--- src/rtl/mem_arb_pkg.sv ---
// mem_arb_pkg: shared types and constants for the memory port arbiter.
//   owner_e    - which core port issued an in-flight read
//   inflight_t - one owner-pipeline stage {valid, owner}
//   sat_inc32  - saturating 32-bit increment used by the optional statistics
//                counters (MEM_ARB_STATS_EN)
package mem_arb_pkg;

   localparam int unsigned MEM_LAT_MAX = 4;
   localparam int unsigned DSTREAK_W   = 4;

   typedef enum logic {
      OWN_I = 1'b0,
      OWN_D = 1'b1
   } owner_e;

   typedef struct packed {
      logic   valid;
      owner_e owner;
   } inflight_t;

   function automatic logic [31:0] sat_inc32(input logic [31:0] val, input logic en);
      if (en && (val != 32'hFFFF_FFFF)) begin
         return val + 32'd1;
      end
      return val;
   endfunction

endpackage

--- src/rtl/arb_inflight_pipe.sv ---
// arb_inflight_pipe: DEPTH-stage shift register of {valid, owner} tags that
// follows each read through the fixed-latency memory so its data can be
// steered back to the port that issued it.
// Ports:
//   clk   - clock, rising edge
//   rst_n - asynchronous active-low reset, invalidates every stage
//   push  - tag entering stage 0 this cycle (valid = 0 when no read issued)
//   head  - tag leaving the last stage, aligned with memory read data
module arb_inflight_pipe
   import mem_arb_pkg::*;
#(
   parameter int unsigned DEPTH = 1
) (
   input  logic      clk,
   input  logic      rst_n,
   input  inflight_t push,
   output inflight_t head
);

   inflight_t stage_q [DEPTH];

   always_ff @(posedge clk or negedge rst_n) begin
      if (!rst_n) begin
         for (int unsigned i = 0; i < DEPTH; i++) begin
            stage_q[i] <= '0;
         end
      end else begin
         stage_q[0] <= push;
         for (int unsigned i = 1; i < DEPTH; i++) begin
            stage_q[i] <= stage_q[i-1];
         end
      end
   end

   assign head = stage_q[DEPTH-1];

endmodule

--- src/rtl/mem_port_arbiter.sv ---
// mem_port_arbiter: shares one single-ported, fixed-latency, pipelined memory
// between the instruction-fetch port (i_*) and the data port (d_*).
// At most one access per cycle; data side has priority, but after
// MAX_DSTREAK consecutive data grants with fetch waiting, fetch is forced.
// Read data is routed back by an owner pipeline MEM_LAT stages deep.
// Ports:
//   clk, rst_n                 - clock, asynchronous active-low reset
//   i_req/i_addr               - fetch read request
//   i_gnt/i_rvalid/i_rdata     - fetch accept, read-data valid, read data
//   d_req/d_addr/d_we/d_wdata  - data request (d_we = 0 means read)
//   d_gnt/d_rvalid/d_rdata     - data accept, read-data valid, read data
//   m_en/m_addr/m_we/m_wdata   - memory strobe and command
//   m_rdata                    - memory read data, MEM_LAT cycles after strobe
// Optional: define MEM_ARB_STATS_EN to add saturating 32-bit counters
//   stat_conflict, stat_i_wait, stat_d_wait.
module mem_port_arbiter
   import mem_arb_pkg::*;
#(
   parameter int unsigned AW          = 32,
   parameter int unsigned DW          = 32,
   parameter int unsigned MEM_LAT     = 1,
   parameter int unsigned MAX_DSTREAK = 4
) (
   input  logic          clk,
   input  logic          rst_n,
   input  logic          i_req,
   input  logic [AW-1:0] i_addr,
   output logic          i_gnt,
   output logic          i_rvalid,
   output logic [DW-1:0] i_rdata,
   input  logic          d_req,
   input  logic [AW-1:0] d_addr,
   input  logic [3:0]    d_we,
   input  logic [DW-1:0] d_wdata,
   output logic          d_gnt,
   output logic          d_rvalid,
   output logic [DW-1:0] d_rdata,
   output logic          m_en,
   output logic [AW-1:0] m_addr,
   output logic [3:0]    m_we,
   output logic [DW-1:0] m_wdata,
`ifdef MEM_ARB_STATS_EN
   output logic [31:0]   stat_conflict,
   output logic [31:0]   stat_i_wait,
   output logic [31:0]   stat_d_wait,
`endif
   input  logic [DW-1:0] m_rdata
);

   // Clamp to the legal latency range so the owner pipe is never zero-deep.
   localparam int unsigned PIPE_DEPTH = (MEM_LAT < 1) ? 1 :
                                        ((MEM_LAT > MEM_LAT_MAX) ? MEM_LAT_MAX : MEM_LAT);
   localparam logic [DSTREAK_W-1:0] DSTREAK_LIMIT = DSTREAK_W'(MAX_DSTREAK);

   logic [DSTREAK_W-1:0] dstreak_q, dstreak_d;
   logic [AW-1:0]        addr_q;
   logic [DW-1:0]        wdata_q;
   logic                 fetch_forced;
   inflight_t            push;
   inflight_t            head;

   // Grant and memory command
   always_comb begin
      fetch_forced = i_req && (dstreak_q == DSTREAK_LIMIT);
      // Grants are held low for the whole time reset is asserted.
      d_gnt   = rst_n && d_req && !fetch_forced;
      i_gnt   = rst_n && i_req && !d_gnt;
      m_en    = i_gnt || d_gnt;
      m_we    = d_gnt ? d_we : 4'b0000;
      m_addr  = d_gnt ? d_addr : (i_gnt ? i_addr : addr_q);
      m_wdata = d_gnt ? d_wdata : wdata_q;

      push       = '0;
      push.valid = i_gnt || (d_gnt && (d_we == 4'b0000));
      push.owner = d_gnt ? OWN_D : OWN_I;
   end

   // Data-streak counter: only runs while fetch is actually waiting.
   always_comb begin
      dstreak_d = dstreak_q;
      if (!i_req || i_gnt) begin
         dstreak_d = '0;
      end else if (d_gnt && (dstreak_q < DSTREAK_LIMIT)) begin
         dstreak_d = dstreak_q + 1'b1;
      end
   end

   always_ff @(posedge clk or negedge rst_n) begin
      if (!rst_n) begin
         dstreak_q <= '0;
         addr_q    <= '0;
         wdata_q   <= '0;
      end else begin
         dstreak_q <= dstreak_d;
         if (m_en) begin
            addr_q <= m_addr;
         end
         if (d_gnt) begin
            wdata_q <= d_wdata;
         end
      end
   end

   arb_inflight_pipe #(
      .DEPTH (PIPE_DEPTH)
   ) u_inflight (
      .clk   (clk),
      .rst_n (rst_n),
      .push  (push),
      .head  (head)
   );

   // Read-data return: the tag at the pipe head is aligned with m_rdata.
   always_comb begin
      i_rvalid = head.valid && (head.owner == OWN_I);
      d_rvalid = head.valid && (head.owner == OWN_D);
      i_rdata  = i_rvalid ? m_rdata : '0;
      d_rdata  = d_rvalid ? m_rdata : '0;
   end

`ifdef MEM_ARB_STATS_EN
   logic [31:0] conflict_q, i_wait_q, d_wait_q;

   always_ff @(posedge clk or negedge rst_n) begin
      if (!rst_n) begin
         conflict_q <= '0;
         i_wait_q   <= '0;
         d_wait_q   <= '0;
      end else begin
         conflict_q <= sat_inc32(conflict_q, i_req && d_req);
         i_wait_q   <= sat_inc32(i_wait_q, i_req && !i_gnt);
         d_wait_q   <= sat_inc32(d_wait_q, d_req && !d_gnt);
      end
   end

   assign stat_conflict = conflict_q;
   assign stat_i_wait   = i_wait_q;
   assign stat_d_wait   = d_wait_q;
`else
   // Statistics counters are not built.
`endif

endmodule

--- config.mk ---
export PLATFORM = sky130hd
export DESIGN_NAME = mem_port_arbiter
export DESIGN_NICKNAME = d
export VERILOG_FILES = /design/src/rtl/mem_arb_pkg.sv /design/src/rtl/arb_inflight_pipe.sv /design/src/rtl/mem_port_arbiter.sv
export SDC_FILE = /design/constraint.sdc
export NUM_CORES = 1
export LEC_CHECK = 0
export CAP_MARGIN = 40
export CORE_ASPECT_RATIO = 1.2
export CORE_MARGIN = 4
export CORE_UTILIZATION = 36
export CTS_BUF_LIST = sky130_fd_sc_hd__clkbuf_4 sky130_fd_sc_hd__clkbuf_8 sky130_fd_sc_hd__clkbuf_16
export DETAILED_ROUTE_END_ITERATION = 10
export GPL_ROUTABILITY_DRIVEN = 0
export HOLD_SLACK_MARGIN = 0.06
export PLACE_DENSITY = 0.82
export SETUP_SLACK_MARGIN = 0.4
export SLEW_MARGIN = 20
export SYNTH_ARGS = -nofsm -noshare
export SYNTH_HDL_FRONTEND = slang
export SYNTH_HIERARCHICAL = 1
export SYNTH_SLANG_ARGS = --single-unit
--- constraint.sdc ---
create_clock -name clk -period 2.12 [get_ports clk]
set_input_delay 0.318 -clock clk [delete_from_list [all_inputs] [get_ports clk]]
set_output_delay 0.318 -clock clk [all_outputs]
set_load 0.1 [all_outputs]
==> results.txt, run 1 <==
Min-Delay Path Class -> input port to asynchronous set/reset pin
Critical path fanouts, max -> 6
First-pass GRT wire length -> 30,590 um
Run status -> complete, but fails checks
Max incr delay on CP -> 540 ps
Routed Antenna Nets -> 0
Worst EP required -> 1800 ps
Clock-pin slew on the worst setup and hold paths -> 70 ps
Fill count -> 311
Crit path time final -> 2541 ps
Cell Area, Synth -> 4079 um2
Post-synth EDFFs -> 0
Vias per cell -> 5.454
R2R depth -> 15
Setup WS post-layout -> -420.7 ps
Largest cells by area after synthesis -> dfrtp_1 (43%), mux2_2 (28%), mux2_4 (10%)
Synthesis-to-finish area growth -> 151.2%
CP arrival -> 2220 ps
Violated checks -> negative setup slack
IO Count -> 273
Crit-path slowest cell -> clkdlybuf4s50_1
Max Freq -> 0.3936 GHz
Netlist cell types -> 30
Worst-Margin Slew -> 742.8 ps
Power, Total -> 7.628 mW
Critical Path Start Type -> input port
Total GRT Usage -> 30.76%
Register area share after synthesis -> 42.94%
Buffers added on ports -> 272
Non-filler instance count after layout -> 806
Final Max Slew Viols -> 0
Hold Vio Cnt, Final -> 0
End of the worst register-to-register path -> addr_q[21]$_DFFE_PN0P_
Initial antenna violation count -> 1
Crit path max-delay family -> buffers and inverters
Worst r2r src -> dstreak_q[1]$_DFFE_PN0P_
Layout cells sized above 1 -> 66.37%
Clk root buf -> clkbuf_16
Vias in the first global route -> 4,812
Relative slew slack -> 49.80%
Cts bufs inserted -> 9
Iteration-0 DRC count of the detailed router -> 268
Fin crit share -> 119.8%
CTS sink cnt -> 70
Largest net degree at the start of global routing -> 50
Fin nets -> 805
WL per Instance -> 30.42 um
DPL Wire Length -> 13,910 um
Most common flop cell mapped by yosys -> dfrtp_1
CTS tree -> done
Leading area contributor after synthesis -> dfrtp_1
# DRC -> 0
Asr flop ratio synth -> 100.0%
Synthesized flop and latch total -> 70
Clock skew after layout -> 8.158 ps
Net Count, Synth -> 462
Crit path cell chain -> clkdlybuf4s50_1 > nand2_1 > o211ai_4 > buf_6 > buf_4 > mux2_2 > buf_12
Final wirelength -> 24,520 um
CP Class -> input port to primary output
Core footprint -> 11,040 um2
Syn avg cell area -> 12.59 um2
Post-Syn Instances -> 324
Total leakage power -> 4.735 nW
Buffer depth of the longest clock path -> 2
Buffers & Inverters on Critical Path -> 4
Via count -> 4,396
Reg2reg setup slack -> -300 ps
Peak VDD IR -> 0.0006671 V
Setup Viol. Count Final -> 78
RSZ-0062 raised after global routing -> true
Cells after DPL -> 734
Die width -> 105.2 um
Row cnt -> 42
Grt total ovfl -> 0
Top-area cell type share of the netlist area -> 42.94%
Max Cap Viol -> 0
Worst skew pair latency -> 340 ps
DIE AREA -> 13,100 um2
Ys Warns -> 6
DR pass1 iterations -> 4
Die height -> 124.6 um
Starting Density -> 36.96%
Crit. End Element -> primary output
Power per Cell Area -> 744.4 nW/um2
H-tree depth -> 3
[state kept, by name, summed over array words and instances (netlist names)]
name / cells
u_inflight/head: 2
wdata_q: 32
dstreak_q: 4
addr_q: 32
[layout make-up]
class	instances	area, um2	area share, %
inverters	8	42.54	0.4151
well taps	132	165.2	1.612
diodes	2	5.005	0.04884
clock buffers	10	239.0	2.332
clock inverters	6	93.84	0.9158
repair buffers	356	5195	50.70
flip-flops and latches	70	1753	17.11
multi-input cells	222	2754	26.87
[Yosys cell counts (all sizes together) (2+ instances only)]
cell type,instances
inv,8
mux2,128
a21oi,2
ha,2
and2,33
o21ai,2
nor2,5
clkbuf,9
buf,15
nand2,5
and3,32
dfrtp,70
[power breakdown]
part | internal (mW) | switching, mW | leakage [nW]
clock | 1.07 | 0.650 | 0.159
combinational | 1.83 | 2.47 | 3.75
sequential | 1.52 | 0.0834 | 0.830
total | 4.42 | 3.21 | 4.74
[routing by layer]
metal  vias up  track usage (%)  part of all wire (%)
met1      2202            29.45                    33
met4         0            13.28                   5.3
li1       1824                -                     -
met2       289            61.09                    54
met5         -                0                     0
met3        81            6.947                   7.9
[worst max path at each step]
stage	startpoint	endpoint	slack, ps	cells past startpoint
global route	i_req	m_wdata[28]	-460	7
finish	i_req	m_wdata[28]	-420	7
floorplan	dstreak_q[0]$_DFFE_PN0P_	m_wdata[27]	90	7
CTS	dstreak_q[1]$_DFFE_PN0P_	m_addr[0]	-370	9
detailed placement	i_req	m_addr[1]	-260	7
global placement	i_req	m_addr[1]	-200	7
[worst min-delay path, stage by stage]
cell and delay (ps):
buf_4 130, buf_4 180, buf_2 480
[metrics by stage]
step	setup WS, ps	instance area [um2]	util, %	hold WS (ps)	setup TNS [ps]
6_report	-420.7	10250	92.86	318.2	-24690
5_1_grt	-463.2	10240	92.83	346.2	-28470
3_5_place_dp	-258.5	8852	80.22	401.1	-14500
2_1_floorplan	87.42	4466	-	22.41	0
3_3_place_gp	-197.8	8852	80.22	385.4	-11210
4_1_cts	-368.7	9773	88.56	335.8	-22510
[cells by family after synthesis]
group	synth area share [%]
DFF	42.94
muxes	38.16
adders and majority gates	0.6134
buffers and inverters	4.478
and+or+nand+nor	12.09
AOI/OAI and AO/OA	1.718
[placed cells by master, fill, tap and decap left out, types with 5 or more instances in the layout]
cell type / Yosys / final
nor2_4: 0 / 5
buf_8: 0 / 9
and3_4: 0 / 32
and2_4: 0 / 33
buf_12: 0 / 147
buf_6: 3 / 31
mux2_2: 100 / 22
inv_1: 7 / 5
clkdlybuf4s50_1: 0 / 133
clkbuf_16: 0 / 14
dfrtp_1: 70 / 69
buf_4: 10 / 25
mux2_4: 28 / 106
[what timing repair did]
action                                  in CTS  in global routing
endpoints found under the hold margin       21                  0
endpoints found under the setup margin     183                199
hold buffers                                 1                  0
gates resized for setup                     82                 61
buffers inserted                            27                 14
gates cloned                                 6                  6
pin swaps                                   10                 11
(Power assumes the default switching activity.)
==> run 2: changes to the inputs <==
- CORE_ASPECT_RATIO: 1.2 -> 1.75
- CORE_UTILIZATION: 36 -> 33
- PLACE_DENSITY: 0.82 -> 0.79
- TNS_END_PERCENT: not set -> 1
- clock period: 2.12 -> 2.1 ns (I/O delays scaled with it)
==> run 2 against run 1 <==
- the run still ends with negative setup slack left
- clock-buffer cell count is the same
- non-clock buffer count shrank 37
- utilization shrank 12 points
- cell count shrank 0.12%
- routed wire length shrank 24%
- sequential power is essentially flat
- first-iteration DRC count shrank 60%
- critical endpoint is now m_wdata[2]
- largest power group unchanged
- highest routed layer is now met5
==> results.txt, run 2 (synthesized netlist as in run 1, its figures left out) <==
Setup TNS -> -22,630 ps (+2056 ps)
CTS tree -> done
WL per Instance -> 23.13 um (-24%)
Non-filler instance count after layout -> 805 (-0.12%)
Commonest non-fill, non-tap cell in the layout -> buf_12
Vias per cell -> 4.963 (-9.0%)
Crit path time final -> 2500 ps
Cts bufs inserted -> 9 (unchanged)
Critical path origin -> dstreak_q[1]$_DFFE_PN0P_
Routed Antenna Nets -> 0 (unchanged)
Critical path fanouts, max -> 7 (+1)
Multi-input gate area -> 2691 um2 (-2.3%)
Layout cells sized above 1 -> 63.78% (-2.6 points)
Power per Cell Area -> 752.2 nW/um2 (+1.1%)
Worst-Margin Slew -> 407.1 ps (-335.7 ps)
Worst r2r src -> dstreak_q[1]$_DFFE_PN0P_
Crit. End Element -> primary output
RSZ-0062 raised after global routing -> true
Cells after DPL -> 771 (+5.0%)
Final wirelength -> 18,620 um (-24%)
CP arrival -> 2190 ps (-30 ps)
Die width -> 92.04 um (-12%)
Iteration-0 DRC count of the detailed router -> 108 (-60%)
Reg area -> 1752 um2 (about the same)
Core footprint -> 12,070 um2 (+9.4%)
Setup Viol. Count Final -> 70 (-10%)
Hold WS -> 66.00 ps (-252.2 ps)
Met2 usage -> 43.20% (-18 points)
Worst skew pair latency -> 330 ps (about the same)
H-tree depth -> 3 (unchanged)
Setup WS post-layout -> -400.1 ps (+20.61 ps)
Fill count -> 629 (+100%)
IO Count -> 273 (unchanged)
DIE AREA -> 14,270 um2 (+8.9%)
GR peak layer -> met2
End of the worst register-to-register path -> addr_q[17]$_DFFE_PN0P_
Min-Delay Path Class -> input port to asynchronous set/reset pin
Clock-pin slew on the worst setup and hold paths -> 60 ps (about the same)
Peak VDD IR -> 0.0006893 V (+3.3%)
Starting Density -> 33.80% (-3.2 points)
Final Max Slew Viols -> 0 (unchanged)
Die height -> 155.1 um (+24%)
Critical Path Start Type -> flop
Hold Vio Cnt, Final -> 0 (unchanged)
# DRC -> 0 (unchanged)
R2R depth -> 9 (-6)
Total GRT Usage -> 23.45% (-7.3 points)
Buffers added on ports -> 272 (unchanged)
Clk root buf -> clkbuf_16
Fin nets -> 768 (-4.6%)
Worst EP required -> 1780 ps (-20 ps)
Post-layout util -> 80.57% (-12 points)
M3 GR Usage -> 14.18% (+7.2 points)
Most frequent cells in the layout -> buf_12 (150), clkdlybuf4s50_1 (133), mux2_4 (92)
Buffer depth of the longest clock path -> 2 (unchanged)
Violated checks -> negative setup slack
Clock skew after layout -> 11.05 ps (+2.889 ps)
CTS sink cnt -> 70 (unchanged)
Run status -> complete, but fails checks
Total leakage power -> 4.414 nW (-6.8%)
Grt total ovfl -> 0 (unchanged)
Relative slew slack -> 72.49% (+23 points)
First-pass GRT wire length -> 25,090 um (-18%)
DR pass1 iterations -> 4 (unchanged)
Registers with the most flip-flops -> addr_q: 32 flops, wdata_q: 32 flops, dstreak_q: 4 flops
Met1 GRT Util -> 20.79% (-8.7 points)
Max Cap Viol -> 0 (unchanged)
CP Class -> flop to primary output
Vias in the first global route -> 4,370 (-9.2%)
Crit path to -> m_wdata[2]
Fin crit share -> 119.1%
Row cnt -> 53 (+26%)
Max Freq -> 0.4000 GHz
Reg2reg setup slack -> 160 ps (+460 ps)
Initial antenna violation count -> 19 (+18)
Power, Total -> 7.315 mW (-4.1%)
Largest net degree at the start of global routing -> 45 (-10%)
Via count -> 3,995 (-9.1%)
DPL Wire Length -> 14,260 um (+2.5%)
Synthesis-to-finish area growth -> 138.4%
## run 2: cell types whose count changed in the layout (fill, tap and decap cells not counted), moves of 3 or more
| cell | previous run | this run |
|---|---|---|
| buf_12 | 147 | 150 |
| buf_16 | 4 | 0 |
| buf_4 | 25 | 21 |
| buf_6 | 31 | 9 |
| buf_8 | 9 | 0 |
| diode_2 | 2 | 5 |
| mux2_2 | 22 | 36 |
| mux2_4 | 106 | 92 |
## run 2: worst min path at each step
stage	startpoint	endpoint	slack, ps	cells after the start
final	rst_n	addr_q[0]$_DFFE_PN0P_	70	2
after CTS	rst_n	addr_q[26]$_DFFE_PN0P_	70	2
after global routing	rst_n	wdata_q[28]$_DFF_PN0_	90	2
after detailed placement	rst_n	wdata_q[29]$_DFF_PN0_	150	1
after floorplan	rst_n	addr_q[0]$_DFFE_PN0P_	20	0
after global placement	rst_n	wdata_q[29]$_DFF_PN0_	150	1
## run 2: worst max-delay path: stages, from the launching register on
cell       delay (ps)
dfrtp_1           390
inv_2              80
ha_4              140
nand2b_4           60
o211ai_4          230
buf_6             150
buf_12            140
clkbuf_16         150
mux2_4            320
buf_12            170
## run 2: area by class of cell
class                           count  area share (%)
Timing Repair Buffer              319           48.34
Inverter                            8          0.4375
Tap cell                          165           2.123
Clock inverter                      6          0.8878
Multi-Input combinational cell    222           27.68
Clock buffer                       10           2.393
Sequential cell                    70           18.01
Antenna cell                        5          0.1287
## run 2: power by group
| part | internal, mW | total [mW] | leakage (nW) | switching (mW) |
|---|---|---|---|---|
| Clock | 1.05 | 1.64 | 0.156 | 0.586 |
| Sequential | 1.54 | 1.60 | 0.831 | 0.0684 |
| Combinational | 1.72 | 4.07 | 3.43 | 2.36 |
## run 2: stage by stage
stage / area [um2] / setup slack (ps)
floorplan: 4387 / 69.87
global placement: 8876 / -275.9
finish: 9724 / -400.1
detailed placement: 8876 / -279.8
global route: 9722 / -476.3
CTS: 9301 / -403.1
## run 2: routing by layer
| layer | vias to the layer above | wire (um) |
|---|---|---|
| met4 | 28 | 536 |
| li1 | 1762 | - |
| met5 | - | 194 |
| met2 | 245 | 9957 |
| met3 | 58 | 2316 |
| met1 | 1902 | 5617 |
## run 2: timing repair
item                       CTS  global route
pin swaps                   32            34
setup endpoints to repair  185           201
gates cloned                 0             3
hold buffers                 1             0
hold endpoints to repair     4             0
resized for setup           42            56
setup buffers                0             9
